[src/rtl/section_diff_restore.sv]
// Rebuilds absolute samples from a section-coded difference stream (word 0 absolute, rest deltas).
// Optional o_last output is enabled by defining SECTION_DIFF_RESTORE_LAST_EN.
module section_diff_restore #(
    parameter int width        = 16,
    parameter int sample_count = 3
) (
    input  logic             clk,
    input  logic             reset,
    input  logic             i_valid,
    output logic             i_ready,
    input  logic [width-1:0] i_value,
    output logic             o_valid,
    input  logic             o_ready,
    output logic [width-1:0] o_value
`ifdef SECTION_DIFF_RESTORE_LAST_EN
    ,
    output logic             o_last
`endif
);

    localparam int IDX_W = (sample_count > 1) ? $clog2(sample_count) : 1;
    localparam logic [IDX_W-1:0] LAST_IDX = IDX_W'(sample_count - 1);

    if (sample_count < 1) begin : g_bad_sample_count
        $error("section_diff_restore: sample_count must be >= 1");
    end

    logic [IDX_W-1:0] idx;
    logic [width-1:0] acc;
    logic [width-1:0] acc_next;
    logic             accept;
    logic             idx_last;

    // Handshake: a word transfers on a rising edge where i_valid && i_ready; a sample
    // is consumed where o_valid && o_ready. i_ready is held low while reset is asserted.
    assign i_ready  = reset && (!o_valid || o_ready);
    assign accept   = i_valid && i_ready;
    assign idx_last = (idx == LAST_IDX);

    always_comb begin
        acc_next = acc + i_value;
        if (idx == '0) begin
            acc_next = i_value;
        end
    end

    always_ff @(posedge clk) begin
        if (!reset) begin
            o_valid <= 1'b0;
            o_value <= '0;
            idx     <= '0;
            acc     <= '0;
        end else if (accept) begin
            acc     <= acc_next;
            o_value <= acc_next;
            o_valid <= 1'b1;
            idx     <= idx_last ? '0 : idx + IDX_W'(1);
        end else if (o_valid && o_ready) begin
            o_valid <= 1'b0;
        end
    end

`ifdef SECTION_DIFF_RESTORE_LAST_EN
    // Flags the sample restored from the final word of a section.
    always_ff @(posedge clk) begin
        if (!reset) begin
            o_last <= 1'b0;
        end else if (accept) begin
            o_last <= idx_last;
        end
    end
`endif

endmodule
[config.mk]
export PLATFORM = sky130hd
export DESIGN_NAME = section_diff_restore
export DESIGN_NICKNAME = d
export VERILOG_FILES = /design/src/rtl/section_diff_restore.sv
export SDC_FILE = /design/constraint.sdc
export NUM_CORES = 1
export LEC_CHECK = 0
export CORE_UTILIZATION = 30
export CTS_CLUSTER_DIAMETER = 80
export CTS_CLUSTER_SIZE = 14
export DETAILED_ROUTE_END_ITERATION = 8
export GPL_TIMING_DRIVEN = 1
export SETUP_SLACK_MARGIN = 0.02
export SLEW_MARGIN = 20
export SYNTH_ARGS = -nofsm -noshare
export SYNTH_HDL_FRONTEND = slang
export SYNTH_SLANG_ARGS = --single-unit
export TNS_END_PERCENT = 100
[constraint.sdc]
create_clock -name clk -period 2.59 [get_ports clk]
set_input_delay 0.3885 -clock clk [delete_from_list [all_inputs] [get_ports clk]]
set_output_delay 0.3885 -clock clk [all_outputs]
set_load 0.005 [all_outputs]
### Word level (Yosys, flattened, before mapping)

Cells that the tools add are included.

* register bits: 19
* input bits: 20
* logic and storage cells: 17

* add/subtract/negate cells: 2
* equal/unequal tests: 1
* muxes and demuxes: 4
* reduce and logical (&&, ||, !) cells: 7

Operators with widths (count)
* $add A16 B16 Y16: 1
* $mux W16: 1
* $logic_and A1 B1 Y1: 3
* $add A2 B1 Y2 const B: 1
* $eq A2 B2 Y1 const B: 1
* $logic_not A2 Y1: 1
* $mux W1: 2
* $mux W2: 1
* $reduce_bool A2 Y1: 1
* $logic_not A1 Y1: 1
* $logic_or A1 B1 Y1: 1

### Logic depth before layout (Yosys ltp)

* depth after elaboration: 5
* depth in mapped cells: 9
* gate-level depth less buffers: 9

### Least setup slack after synthesis

Ideal clock, no wire load.

* kind: input to register
* start point: in i_value[0]
* end point: reg acc[12]
* setup time: 0.119 ns
* data arrival time: 2.139 ns
* required time: 2.471 ns
* slack: 0.333 ns
* stages: 9
* buffers on the path: 0
* path through: ha_1 > fa_1 > a21o_1 > a311o_2 > a21oi_4 > o31ai_1 > xor2_1 > mux2i_1 > o21ai_1

* word-level cells in the longest chain between the ends: 2

Ends and longest elaborated chain
* from (decl): line 11 `input logic [width-1:0] i_value,`
* $add A16 B16 Y16: line 41 `acc_next = acc + i_value;`
* $mux W16: line 42 `if (idx == '0) begin`
* to (signal assigned): line 54 `acc <= acc_next;`
* to (decl): line 29 `logic [width-1:0] acc;`

Every way passes these cells.
A chain may end at the register's enable or synchronous reset.

### Worst setup path in the final report

* start point: in i_value[0]
* end point: reg acc[10]

The elaborated chain is that of the path after synthesis.

==> impl_results.md <==
- Period utilization: 0.9518
- Pre-CTS setup slack: -0.2383 ns
- IO Port Bufs: 37
- Die area: between 5000 and 6000 sq um
- Power Density: about 460 nW/um^2
- Core Util, Final: 0.4243
- Min Tclk post-route: 2.465 ns
- Largest net degree at the start of global routing: 27
- Wire length per cell: 12.52 microns
- Min-delay src: acc[12]$_SDFFE_PN0P_
- Slew @ Worst Pin: roughly 0.67 ns
- Share of cells above drive strength 1: 0.1093
- I/O pins: 38
- Clock Path Buffers: 2
- Area grow syn2layout: 36.26%
- Critical Path Start Type: input pin
- Routed vias/inst: 5.009
- Peak supply drop: between 150 and 200 uV
- Placed standard-cell area: 2103 sq um
- Starting density of the core: 0.3114
- Critical setup path kind: input pin to register
- Gpl congestion: 0.8637
- Dpl hpwl: 2942 microns
- CP endpoint kind: register
- DR iter-0 viols: 72
- Final WL: 3968 microns
- Synth Instances: between 150 and 200
- Worst hold path stage count: 2
- HP Class: register to register
- Rows: 26
- Layout Cell Area excl Fill: between 2000 and 2500 sq um
- Number of global-route vias before repair: 1390
- Setup violations, final: 0
- CORE AREA: slightly above 5000 sq um
- Tot Pwr: 991.7 uW
- Most common cell after layout, fill and taps aside: clkdlybuf4s50_1
- Global route total overflow: 0
- CTS tree: done
- CTS root buf: clkbuf_8
- Hold WS: about 0.48 ns
- Num CTS Buffers: 3
- # DRC: 0
- Peak Freq: 405.7 MHz
- Pleak: a little under 0.9 nW
- Max-Cap Viols: 0
- Number of flops mapped to enable cells by yosys: 0
- Mapped Avg Cell Area: just under 8 sq um
- Top FF cell, synth: dfxtp_1
- Antenna viol nets, final: 0
- Worst Path Required: 2.71 ns
- Async SR Flop Fraction: 0
- Fillers: 523
- Gr usage total: 0.1523
- Buffers inserted by post-CTS timing repair: 0
- Sink of the worst hold path: acc[12]$_SDFFE_PN0P_
- Ys Warns: 0
- Largest area contributor in the netlist: dfxtp_1
- Slew HR: 0.5479
- CTS Hold Bufs: 0
- Most frequent cells in the layout: 37 x clkdlybuf4s50_1, 31 x nand3_1, 19 x a21oi_1, 19 x dfxtp_1, 16 x buf_4
- First-pass GRT wire length: approximately 6500 microns
- Die Wd: 74.58 microns
- Final Hold Vio Count: 0
- Clk pin slew, worst setup/hold paths: around 0.080 ns
- Final net count: 284
- Critical Path AT: 2.59 ns
- Area contributors post-synth: dfxtp_1 24%, ha_1 12%, nand3_1 9.8%
- Max Slew Vio Count: 0
- R2r setup slk: about 0.39 ns
- DR vias: 1588
- Status: finished clean
- Drt pass-1 iters: 4
- RR Startpoint: acc[0]$_SDFFE_PN0P_
- RSZ-0062 raised after global routing: no
- Setup Skew: 0.003818 ns
- Syn_nets: between 200 and 250
- Mapped Area: approximately 1600 sq um
- Initial antenna violation count: 0
- Worst skew pair latency: 0.26 ns
- RR Endpoint: acc[10]$_SDFFE_PN0P_
- # diodes: 0
- CP Max Fanout: 3
- Seq/Total Area, Yosys: 0.2407
- H-tree lvl count: 1
- Post-route setup slack: 0.1249 ns
- DIE HEIGHT: about 75 microns
- Sink Count: 19
- Flops & latches, synth: 19
- Share of Yosys cell area claimed by the top area cell type: 0.2407
- R2r worst-path depth: 8
- Netlist cell types: 44
registers in the layout, summed over array words and instances, names as in the netlist:
| signal | flops |
|---|---|
| acc | 16 |
| idx | 2 |
| o_valid | 1 |
synth_stat cells, drive strengths merged (4+ instances only):
cell type	n
nand3	31
a21oi	21
dfxtp	19
o21ai	17
ha	15
nor2	14
nand2	10
a21o	6
o211ai	6
xor2	6
buf	5
inv	5
clkbuf	4
nand4	4
xnor2	4
per-stage QoR:
step                      setup TNS, ns  cells
after global routing                  0    317
after global placement          -0.8558    313
after detailed placement        -0.8992    313
after CTS                             0    317
final                                 0    317
after floorplan                       0    199
worst max-delay path by stage:
| stage | from | end | slack, ns | depth (start not counted) |
|---|---|---|---|---|
| 2_1_floorplan | i_value[0] | acc[12]$_SDFFE_PN0P_ | 0.33 | 9 |
| 3_3_place_gp | i_value[0] | acc[8]$_SDFFE_PN0P_ | -0.24 | 10 |
| 3_5_place_dp | i_value[0] | acc[12]$_SDFFE_PN0P_ | -0.24 | 10 |
| 4_1_cts | i_value[0] | acc[12]$_SDFFE_PN0P_ | 0.03 | 10 |
| 5_1_grt | i_value[0] | acc[8]$_SDFFE_PN0P_ | 0.04 | 10 |
| 6_report | i_value[0] | acc[10]$_SDFFE_PN0P_ | 0.12 | 9 |
kinds of logic (layout without fill, tap and decap cells):
family          after synthesis  count (layout)  synth area share
flops                        19              19            0.2407
xor+xnor                     10              10           0.05542
simple gates                 73              73            0.2304
buf+inv                      14              62           0.04671
mux                           2               2           0.01267
compound gates               65              65            0.2827
fa+ha+maj                    16              16            0.1314
where the power goes:
part / switching [mW] / internal (mW)
logic: 0.205 / 0.222
registers: 0.0255 / 0.321
clock network: 0.108 / 0.109
total: 0.339 / 0.652
cell type report:
cell class / count / area [sq um] / share of cell area
timing repair buffer: 53 / 490.5 / 0.2278
sequential: 19 / 380.4 / 0.1766
clock buffer: 4 / 45.04 / 0.02092
multi-input combinational: 166 / 1131 / 0.5253
inverter: 5 / 18.77 / 0.008716
tap: 70 / 87.58 / 0.04067
worst max-delay path: stages:
cell,delay [ns]
clkdlybuf4s50_1,0.43
ha_2,0.21
fa_2,0.34
a21o_1,0.19
a311o_2,0.41
a21oi_4,0.20
nor3b_1,0.08
o41ai_2,0.22
o211ai_1,0.11
timing repair:
item,4_1_cts,5_1_grt
endpoints found under the setup margin,0,4
resized for setup,0,2
endpoints found under the hold margin,0,0
layer usage:
| metal | wire length [microns] | vias up | track usage |
|---|---|---|---|
| met5 | 0 | - | 0 |
| met1 | 2003 | 698 | 0.2232 |
| li1 | - | 835 | - |
| met2 | 1655 | 53 | 0.2312 |
| met3 | 287 | 2 | 0.02439 |
| met4 | 23 | 0 | 0.03774 |
No activity file was read; power rests on OpenSTA's default activity.
